**config.mk**
```make
export PLATFORM = sky130hd
export DESIGN_NAME = load_store_unit
export DESIGN_NICKNAME = d
export VERILOG_FILES = /design/src/rtl/lsu_pkg.sv /design/src/rtl/load_extend.sv /design/src/rtl/load_store_unit.sv
export SDC_FILE = /design/constraint.sdc
export NUM_CORES = 1
export LEC_CHECK = 0
export ABC_CLOCK_PERIOD_IN_PS = 2400
export BUFFER_PORTS_ARGS = -buffer_cell sky130_fd_sc_hd__buf_2
export CAP_MARGIN = 10
export CORE_ASPECT_RATIO = 0.9
export CORE_MARGIN = 4
export CORE_UTILIZATION = 50
export CTS_CLUSTER_DIAMETER = 200
export DETAILED_ROUTE_END_ITERATION = 10
export GPL_TIMING_DRIVEN = 0
export PLACE_DENSITY = 0.84
export RECOVER_POWER = 50
export SYNTH_ARGS = -nofsm -noshare
export SYNTH_HDL_FRONTEND = slang
export SYNTH_SLANG_ARGS = --single-unit
```
**constraint.sdc**
```tcl
create_clock -name CLK -period 2.4 [get_ports CLK]
set_input_delay 0.48 -clock CLK [delete_from_list [all_inputs] [get_ports CLK]]
set_output_delay 0.48 -clock CLK [all_outputs]
set_load 0.01 [all_outputs]
```
**src/rtl/lsu_pkg.sv**
```systemverilog
// Shared definitions for the load/store unit: RV32I funct3 width codes,
// FSM state encoding and the funct3 legality check.
package lsu_pkg;

  localparam logic [2:0] F3_B  = 3'b000;
  localparam logic [2:0] F3_H  = 3'b001;
  localparam logic [2:0] F3_W  = 3'b010;
  localparam logic [2:0] F3_BU = 3'b100;
  localparam logic [2:0] F3_HU = 3'b101;

  typedef enum logic [1:0] {
    IDLE,
    ISSUE,
    WAIT,
    RESP
  } lsu_state_e;

  // Stores have no unsigned variants, so only B/H/W are legal for them.
  function automatic logic funct3_legal(input logic we, input logic [2:0] f3);
    if (we) return (f3 == F3_B) || (f3 == F3_H) || (f3 == F3_W);
    return (f3 == F3_B) || (f3 == F3_H) || (f3 == F3_W) ||
           (f3 == F3_BU) || (f3 == F3_HU);
  endfunction

endpackage

```
**src/rtl/load_extend.sv**
```systemverilog
// Combinational lane select and sign/zero extension of a 32-bit memory word
// for RV32I loads.
module load_extend
  import lsu_pkg::*;
(
  input  logic [31:0] rd_i,
  input  logic [1:0]  off_i,
  input  logic [2:0]  funct3_i,
  output logic [31:0] data_o
);

  logic [7:0]  byte_sel;
  logic [15:0] half_sel;

  assign byte_sel = rd_i[{off_i, 3'b000} +: 8];
  assign half_sel = rd_i[{off_i[1], 4'b0000} +: 16];

  // NOTE: every always_comb output gets a default first so no path can infer a latch.
  always_comb begin
    data_o = '0;
    case (funct3_i)
      F3_B:    data_o = {{24{byte_sel[7]}}, byte_sel};
      F3_H:    data_o = {{16{half_sel[15]}}, half_sel};
      F3_W:    data_o = rd_i;
      F3_BU:   data_o = {24'h0, byte_sel};
      F3_HU:   data_o = {16'h0, half_sel};
      default: data_o = '0;
    endcase
  end

endmodule

```
**src/rtl/load_store_unit.sv**
```systemverilog
// Single-outstanding RV32I load/store unit in front of a registered-read memory.
// Define LSU_MISALIGN_TRAP_EN to fault misaligned H/HU/W accesses instead of
// silently aligning them.
module load_store_unit
  import lsu_pkg::*;
#(
  parameter int ADDRESS_WIDTH = 9,
  parameter int DATA_WIDTH    = 32
) (
  input  logic                     CLK,
  input  logic                     RST_N,
  input  logic                     REQ_VALID,
  output logic                     REQ_READY,
  input  logic                     REQ_WE,
  input  logic [2:0]               REQ_FUNCT3,
  input  logic [ADDRESS_WIDTH-1:0] REQ_ADDR,
  input  logic [DATA_WIDTH-1:0]    REQ_WDATA,
  output logic                     RSP_VALID,
  output logic [DATA_WIDTH-1:0]    RSP_RDATA,
  output logic                     RSP_FAULT,
  output logic [ADDRESS_WIDTH-1:0] MEM_A,
  output logic                     MEM_WE,
  output logic [3:0]               MEM_BE,
  output logic [DATA_WIDTH-1:0]    MEM_WD,
  input  logic [DATA_WIDTH-1:0]    MEM_RD
);

  lsu_state_e                state_q;
  logic                      ready_q;
  logic                      we_q;
  logic [2:0]                funct3_q;
  logic [1:0]                off_q;
  logic                      rsp_valid_q;
  logic                      rsp_fault_q;
  logic [DATA_WIDTH-1:0]     rsp_rdata_q;
  logic [ADDRESS_WIDTH-1:0]  mem_a_q;
  logic                      mem_we_q;
  logic [3:0]                mem_be_q;
  logic [DATA_WIDTH-1:0]     mem_wd_q;

  logic [1:0]                off_d;
  logic [3:0]                be_d;
  logic [DATA_WIDTH-1:0]     wd_d;
  logic                      misaligned_d;
  logic                      fault_d;
  logic [DATA_WIDTH-1:0]     ext_data;

  // Halfwords only look at addr[1] and words ignore the offset, so the lanes
  // never spill into the neighbouring word.
  always_comb begin
    off_d = REQ_ADDR[1:0];
    be_d  = 4'b1111;
    wd_d  = REQ_WDATA;
    case (REQ_FUNCT3[1:0])
      2'b00: begin
        be_d = 4'b0001 << off_d;
        wd_d = {4{REQ_WDATA[7:0]}};
      end
      2'b01: begin
        off_d = {REQ_ADDR[1], 1'b0};
        be_d  = 4'b0011 << off_d;
        wd_d  = {2{REQ_WDATA[15:0]}};
      end
      default: off_d = 2'b00;
    endcase
  end

`ifdef LSU_MISALIGN_TRAP_EN
  assign misaligned_d = ((REQ_FUNCT3[1:0] == 2'b01) && REQ_ADDR[0]) ||
                        ((REQ_FUNCT3[1:0] == 2'b10) && (REQ_ADDR[1:0] != 2'b00));
`else
  assign misaligned_d = 1'b0;
`endif

  assign fault_d = !funct3_legal(REQ_WE, REQ_FUNCT3) || misaligned_d;

  load_extend u_load_extend (
    .rd_i     (MEM_RD),
    .off_i    (off_q),
    .funct3_i (funct3_q),
    .data_o   (ext_data)
  );

  // NOTE: sequential state uses non-blocking assignments only, so every flop
  // samples the pre-edge value of every other flop.
  always_ff @(posedge CLK or negedge RST_N) begin
    if (!RST_N) begin
      state_q     <= IDLE;
      ready_q     <= 1'b1;
      we_q        <= 1'b0;
      funct3_q    <= F3_B;
      off_q       <= 2'b00;
      rsp_valid_q <= 1'b0;
      rsp_fault_q <= 1'b0;
      rsp_rdata_q <= '0;
      mem_a_q     <= '0;
      mem_we_q    <= 1'b0;
      mem_be_q    <= 4'b0000;
      mem_wd_q    <= '0;
    end else begin
      mem_we_q    <= 1'b0;
      mem_be_q    <= 4'b0000;
      rsp_valid_q <= 1'b0;
      case (state_q)
        IDLE: begin
          if (REQ_VALID) begin
            we_q     <= REQ_WE;
            funct3_q <= REQ_FUNCT3;
            off_q    <= off_d;
            ready_q  <= 1'b0;
            if (fault_d) begin
              state_q     <= RESP;
              rsp_valid_q <= 1'b1;
              rsp_fault_q <= 1'b1;
              rsp_rdata_q <= '0;
            end else begin
              state_q  <= ISSUE;
              mem_a_q  <= {REQ_ADDR[ADDRESS_WIDTH-1:2], 2'b00};
              mem_be_q <= be_d;
              mem_we_q <= REQ_WE;
              if (REQ_WE) mem_wd_q <= wd_d;
            end
          end
        end
        ISSUE: begin
          if (we_q) begin
            state_q     <= RESP;
            rsp_valid_q <= 1'b1;
            rsp_fault_q <= 1'b0;
            rsp_rdata_q <= '0;
          end else begin
            state_q <= WAIT;
          end
        end
        WAIT: begin
          state_q     <= RESP;
          rsp_valid_q <= 1'b1;
          rsp_fault_q <= 1'b0;
          rsp_rdata_q <= ext_data;
        end
        RESP: begin
          state_q     <= IDLE;
          ready_q     <= 1'b1;
          rsp_fault_q <= 1'b0;
          rsp_rdata_q <= '0;
        end
        default: begin
          state_q <= IDLE;
          ready_q <= 1'b1;
        end
      endcase
    end
  end

  assign REQ_READY = ready_q;
  assign RSP_VALID = rsp_valid_q;
  assign RSP_FAULT = rsp_fault_q;
  assign RSP_RDATA = rsp_rdata_q;
  assign MEM_A     = mem_a_q;
  assign MEM_WE    = mem_we_q;
  assign MEM_BE    = mem_be_q;
  assign MEM_WD    = mem_wd_q;

endmodule
```
After elaboration in Yosys (flattened, before gate mapping)
Cells that the tools add are included.
Widths: inputs -> output; s select.
{"block": "op_classes", "n_eq_ne": 15, "n_mux": 31, "shift": 4, "reduce_logical": 15}
{"operator": "$pmux 32 s5", "n": 1}
{"operator": "$pmux 32 s4", "n": 1}
{"operator": "$mux 32", "n": 3}
{"operator": "$pmux 32 s2", "n": 1}
{"operator": "$shiftx 32x6->16", "n": 1}
{"operator": "$shiftx 32x6->8", "n": 1}
{"operator": "$mux 1", "n": 14}
{"operator": "$eq 3x3->1 const B", "n": 4}
{"operator": "$mux 4", "n": 3}
{"operator": "$pmux 2 s4", "n": 1}
{"operator": "$pmux 4 s2", "n": 1}
{"operator": "$eq 3x1->1 const B", "n": 2}
{"operator": "$eq 3x2->1 const B", "n": 2}
{"operator": "$logic_not 3->1", "n": 2}
{"operator": "$ne 2x2->1 const B", "n": 3}
{"operator": "$pmux 1 s3", "n": 2}
{"operator": "$reduce_and 3->1", "n": 2}
{"operator": "$eq 2x1->1 const B", "n": 2}
{"operator": "$eq 2x2->1 const B", "n": 2}
{"operator": "$logic_not 2->1", "n": 2}
{"operator": "$logic_or 1x1->1", "n": 4}
{"operator": "$mux 2", "n": 2}
{"operator": "$pmux 2 s2", "n": 1}
{"operator": "$reduce_and 2->1", "n": 2}
{"operator": "other kinds (6)", "n": 6}
{"block": "word_totals", "out_inout_bits": 81, "inputBits": 80, "elab_cells": 77, "ff_bits": 87}

Depth between registers and ports, before layout
{"block": "depth", "word_depth": 9, "mapped_depth": 9, "mapped_depth_nobuf": 6}

Cells and area by module
Synthesis repeated with hierarchy kept, for this count alone.
{"block": "unflattened", "cells_unflattened": 452, "area_unflattened_um2": 4798.4}
{"module": "load_store_unit", "seq_area_each_um2": 2178.3, "instances": 1, "area_per_inst_um2": 3976.3, "cells_per_inst": 335}
{"module": "load_extend", "seq_area_each_um2": 0.0, "instances": 1, "area_per_inst_um2": 822.0, "cells_per_inst": 117}

Least setup slack after synthesis
Ideal clock, no wire load.
{"block": "synth_timing", "path_type": "reg-to-reg", "start": "register state_q[0]", "end": "register mem_wd_q[7] (netlist: MEM_WD[7])", "n_path_buf": 2, "setup_time_ns": 0.128, "slack_ns": 0.570, "synth_period_minus_slack_ns": 1.830, "arrival_time_ns": 1.702, "stages_incl_launch_ff": 8, "required_time_ns": 2.272, "cell_sequence": "dfrtp_1 > inv_1 > ha_1 > buf_2 > nand2_1 > a2111o_1 > clkbuf_1 > mux2_1"}
{"block": "synth_between", "elab_chain_cells": 2}
{"item": "from (decl)", "line_no": "load_store_unit.sv:28", "text": "lsu_state_e state_q;"}
{"item": "from (signal assigned)", "line_no": "load_store_unit.sv:88", "text": "state_q <= IDLE;"}
{"item": "from (signal assigned)", "line_no": "load_store_unit.sv:112", "text": "state_q <= RESP;"}
{"item": "from (signal assigned)", "line_no": "load_store_unit.sv:117", "text": "state_q <= ISSUE;"}
{"item": "$logic_not 2->1", "line_no": "load_store_unit.sv:104", "text": "case (state_q)"}
{"item": "$reduce_and 4->1 (no line)"}
{"item": "to (signal assigned)", "line_no": "load_store_unit.sv:121", "text": "if (REQ_WE) mem_wd_q <= wd_d;"}
{"item": "to (decl)", "line_no": "load_store_unit.sv:39", "text": "logic [DATA_WIDTH-1:0] mem_wd_q;"}
Every way passes these cells.
A chain may end at the register's enable or synchronous reset.

Worst setup path in the final report
{"block": "layout_timing", "start": "register state_q[0]", "end": "register mem_a_q[5] (netlist: MEM_A[5])"}
{"block": "layout_between", "elab_chain_cells": 2}
{"item": "$logic_not 2->1", "line_no": "load_store_unit.sv:104"}
{"item": "$reduce_and 3->1 (no line)"}
{"item": "to (signal assigned)", "line_no": "load_store_unit.sv:118", "text": "mem_a_q <= {REQ_ADDR[ADDRESS_WIDTH-1:2], 2'b00};"}
{"item": "to (decl)", "line_no": "load_store_unit.sv:36", "text": "logic [ADDRESS_WIDTH-1:0] mem_a_q;"}
Every way passes these cells.

==> qor.yml <==
final_period_minus_worst_setup_slack_ns: 2.14
dp_cells: 684
fin_cells: 700
clk_latency_ns: 0.36
utilization_pct: 66.1
ir_drop_v: 0.000754
clock.fmax_ghz: 0.467
hold_viol_final: 0
die_w_um: 106
clockRootBuffer: "clkbuf_8"
tritoncts: "done"
final_common_cell: "buf_2"
multiInputGateArea_sq_mm: 0.00197
hpwl_um: 9400
finalSetupViolCount: 0
leakagePower_nw: 2.67
worstMarginPinSlew_ns: 1.07
required_ns: 2.64
ant_nets: 0
yosys_warnings: 0
wire_per_inst_um: 17.4
rsz0062_at_grt: "no"
grt_pass1_wl_um: 19600
ys_seq_area_share_pct: 50.2
h-tree-depth: 3
hold_class: "input pin to asynchronous set/reset pin"
power.internal_mw: 3.78
status: "finished, final reports clean"
grt-ovfl-total: 0
worstSetupEndpointType: "flip-flop"
area_growth_pct: 25.9
antenna_found_initial: 0
cap_violations: 0
cp_max_fo: 10
fin_crit_sh_pct: 89.2
setup_tns_ns: 0
die_h_um: 96.4
synthArstFlopShare_pct: 100
post_cts_buffers: 0
p_sw_mw: 2.58
clock_path_buffers: 2
grt_max_degree: 49
ys_types: 47
fp.dieArea_sq_mm: 0.0102
syn_avg_cell_area_sq_um: 10.6
seqCellArea_sq_mm: 0.00218
pwr-share-seq_pct: 38.9
ys_ff_latch: 87
cts.sinks: 87
gp_congestion: 0.969
p_total_mw: 6.36
worstSetupPathType: "flip-flop to flip-flop"
clockPowerShare_pct: 16.9
port_buffers: 157
cts_buffers: 9
cts_resized: 0
layout_common_cells: "buf_2 (137), dfrtp_1 (86), nand2_1 (55), clkbuf_1 (48), mux2i_1 (33)"
hold_buffers: 0
core_area_sq_mm: 0.00826
wl_um: 12200
drcViolationCount: 0
io_pins: 161
num_vias: 3871
layout-drive-gt1-share_pct: 32.0
synthCells: 410
rows: 31
cp.arrival_ns: 2.38
first_global_vias: 3803
combPwrFrac_pct: 44.1
clkTransAtPathRegs_ns: 0.09
fin_nets: 664
synth-edff-count: 0
antenna_cells: 0
startpoint_type: "flip-flop"
slew_violations: 0
vias_per_cell: 5.53
powerDensity_mw_per_mm2: 1160
synthFlopType: "dfrtp_1"
slew_headroom_pct: 28.7
netlist_area_sq_mm: 0.00434
start_util_pct: 52.5
fin_worst_skew_ns: 0.0163
grt_usage_pct: 24.6
fillerInstances: 662
initialDrtViolationCount: 163
swShare_pct: 40.6
first_pass_iters: 5
routing by layer:
layer	track usage, %	vias to the layer above	wire length [um]
met2	39.6	150	5910
met1	32.3	1884	5050
met3	6.84	20	984
met5	0	-	0
li1	-	1817	-
met4	8.74	0	241
cell families (layout without fill, tap and decap cells):
family          count (synthesis)  count (layout)  synth area share [%]
flops                          87              87                  50.2
fa+ha+maj                       4               4                  1.15
mux                            60              60                  14.6
compound gates                118             118                  19.1
other cells                     1               2                0.0864
buf+inv                        44             218                  4.56
simple gates                   96              96                  10.3
registers in the layout (all words and copies together) (netlist names), 2 cells and up:
signal / count
MEM_WD: 32
RSP_RDATA: 32
MEM_A: 7
MEM_BE: 4
funct3_q: 3
off_q: 2
state_q: 2
metrics by stage:
stage          worst slack (ns)  area, sq um  hold slack, ns
2_1_floorplan             0.570         4340           0.184
3_3_place_gp              0.136         5270           0.457
3_5_place_dp              0.271         5300           0.469
4_1_cts                   0.254         5510           0.110
5_1_grt                   0.115         5460           0.328
6_report                  0.260         5460           0.304
critical path, stage by stage (launching register included):
cell and delay [ns]:
dfrtp_1 0.40, inv_1 0.08, ha_1 0.19, buf_2 0.17, nand2_1 0.09, buf_2 0.22
o21bai_1 0.22, buf_2 0.30, mux2_2 0.36
synthesized netlist by cell type, types with 2 or more instances:
library cell,count,share of area (%)
nand2_1,55,4.8
or3_1,3,0.43
o21a_1,2,0.35
a22o_1,7,1.4
dfrtp_1,86,50
a221oi_1,9,1.8
mux2_2,18,4.7
a21oi_1,14,1.6
inv_1,11,0.95
and2_1,2,0.29
nor2_1,14,1.2
o2bb2ai_1,9,1.8
nor3_1,4,0.46
mux2_1,9,2.3
mux2i_1,33,7.6
nor3b_1,3,0.52
a21oi_2,2,0.40
buf_4,3,0.52
ha_1,4,1.2
clkbuf_1,12,1.0
nor2b_1,4,0.58
o21ai_0,27,3.1
o21ai_1,16,1.8
o211ai_1,16,2.8
nand2b_1,4,0.58
buf_2,17,2.0
o221ai_1,6,1.2
final timing paths:
check / startpoint / endpoint / slack [ns] / cells past startpoint
max: state_q[0] / MEM_A[5] / 0.26 / 8
min: RST_N / MEM_WD[25] / 0.30 / 1
max reg2reg: state_q[0] / MEM_A[5] / 0.26 / 8
min reg2reg: MEM_WD[31] / MEM_WD[31] / 0.49 / 2
max in group asynchronous: RST_N / REQ_READY / 1.27 / 2
min in group CLK: REQ_ADDR[8] / MEM_A[8] / 0.35 / 2
cell type report:
cell class,count,area share (%)
sequential,87,39.9
multi-input combinational,280,36.0
timing repair buffer,158,14.1
buffer,33,2.86
tap,115,2.63
clock buffer,10,2.52
clock inverter,6,1.26
inverter,11,0.756
power by group through the flow:
| stage | logic [mW] | registers (mW) | clock network, mW |
|---|---|---|---|
| floorplan | 1.50 | 2.73 | 0 |
| global placement | 2.80 | 2.45 | 0 |
| detailed placement | 2.89 | 2.49 | 0 |
| CTS | 2.89 | 2.46 | 1.08 |
| global route | 3.11 | 2.56 | 1.17 |
| finish | 2.81 | 2.48 | 1.07 |
No activity file was read; power rests on OpenSTA's default activity.
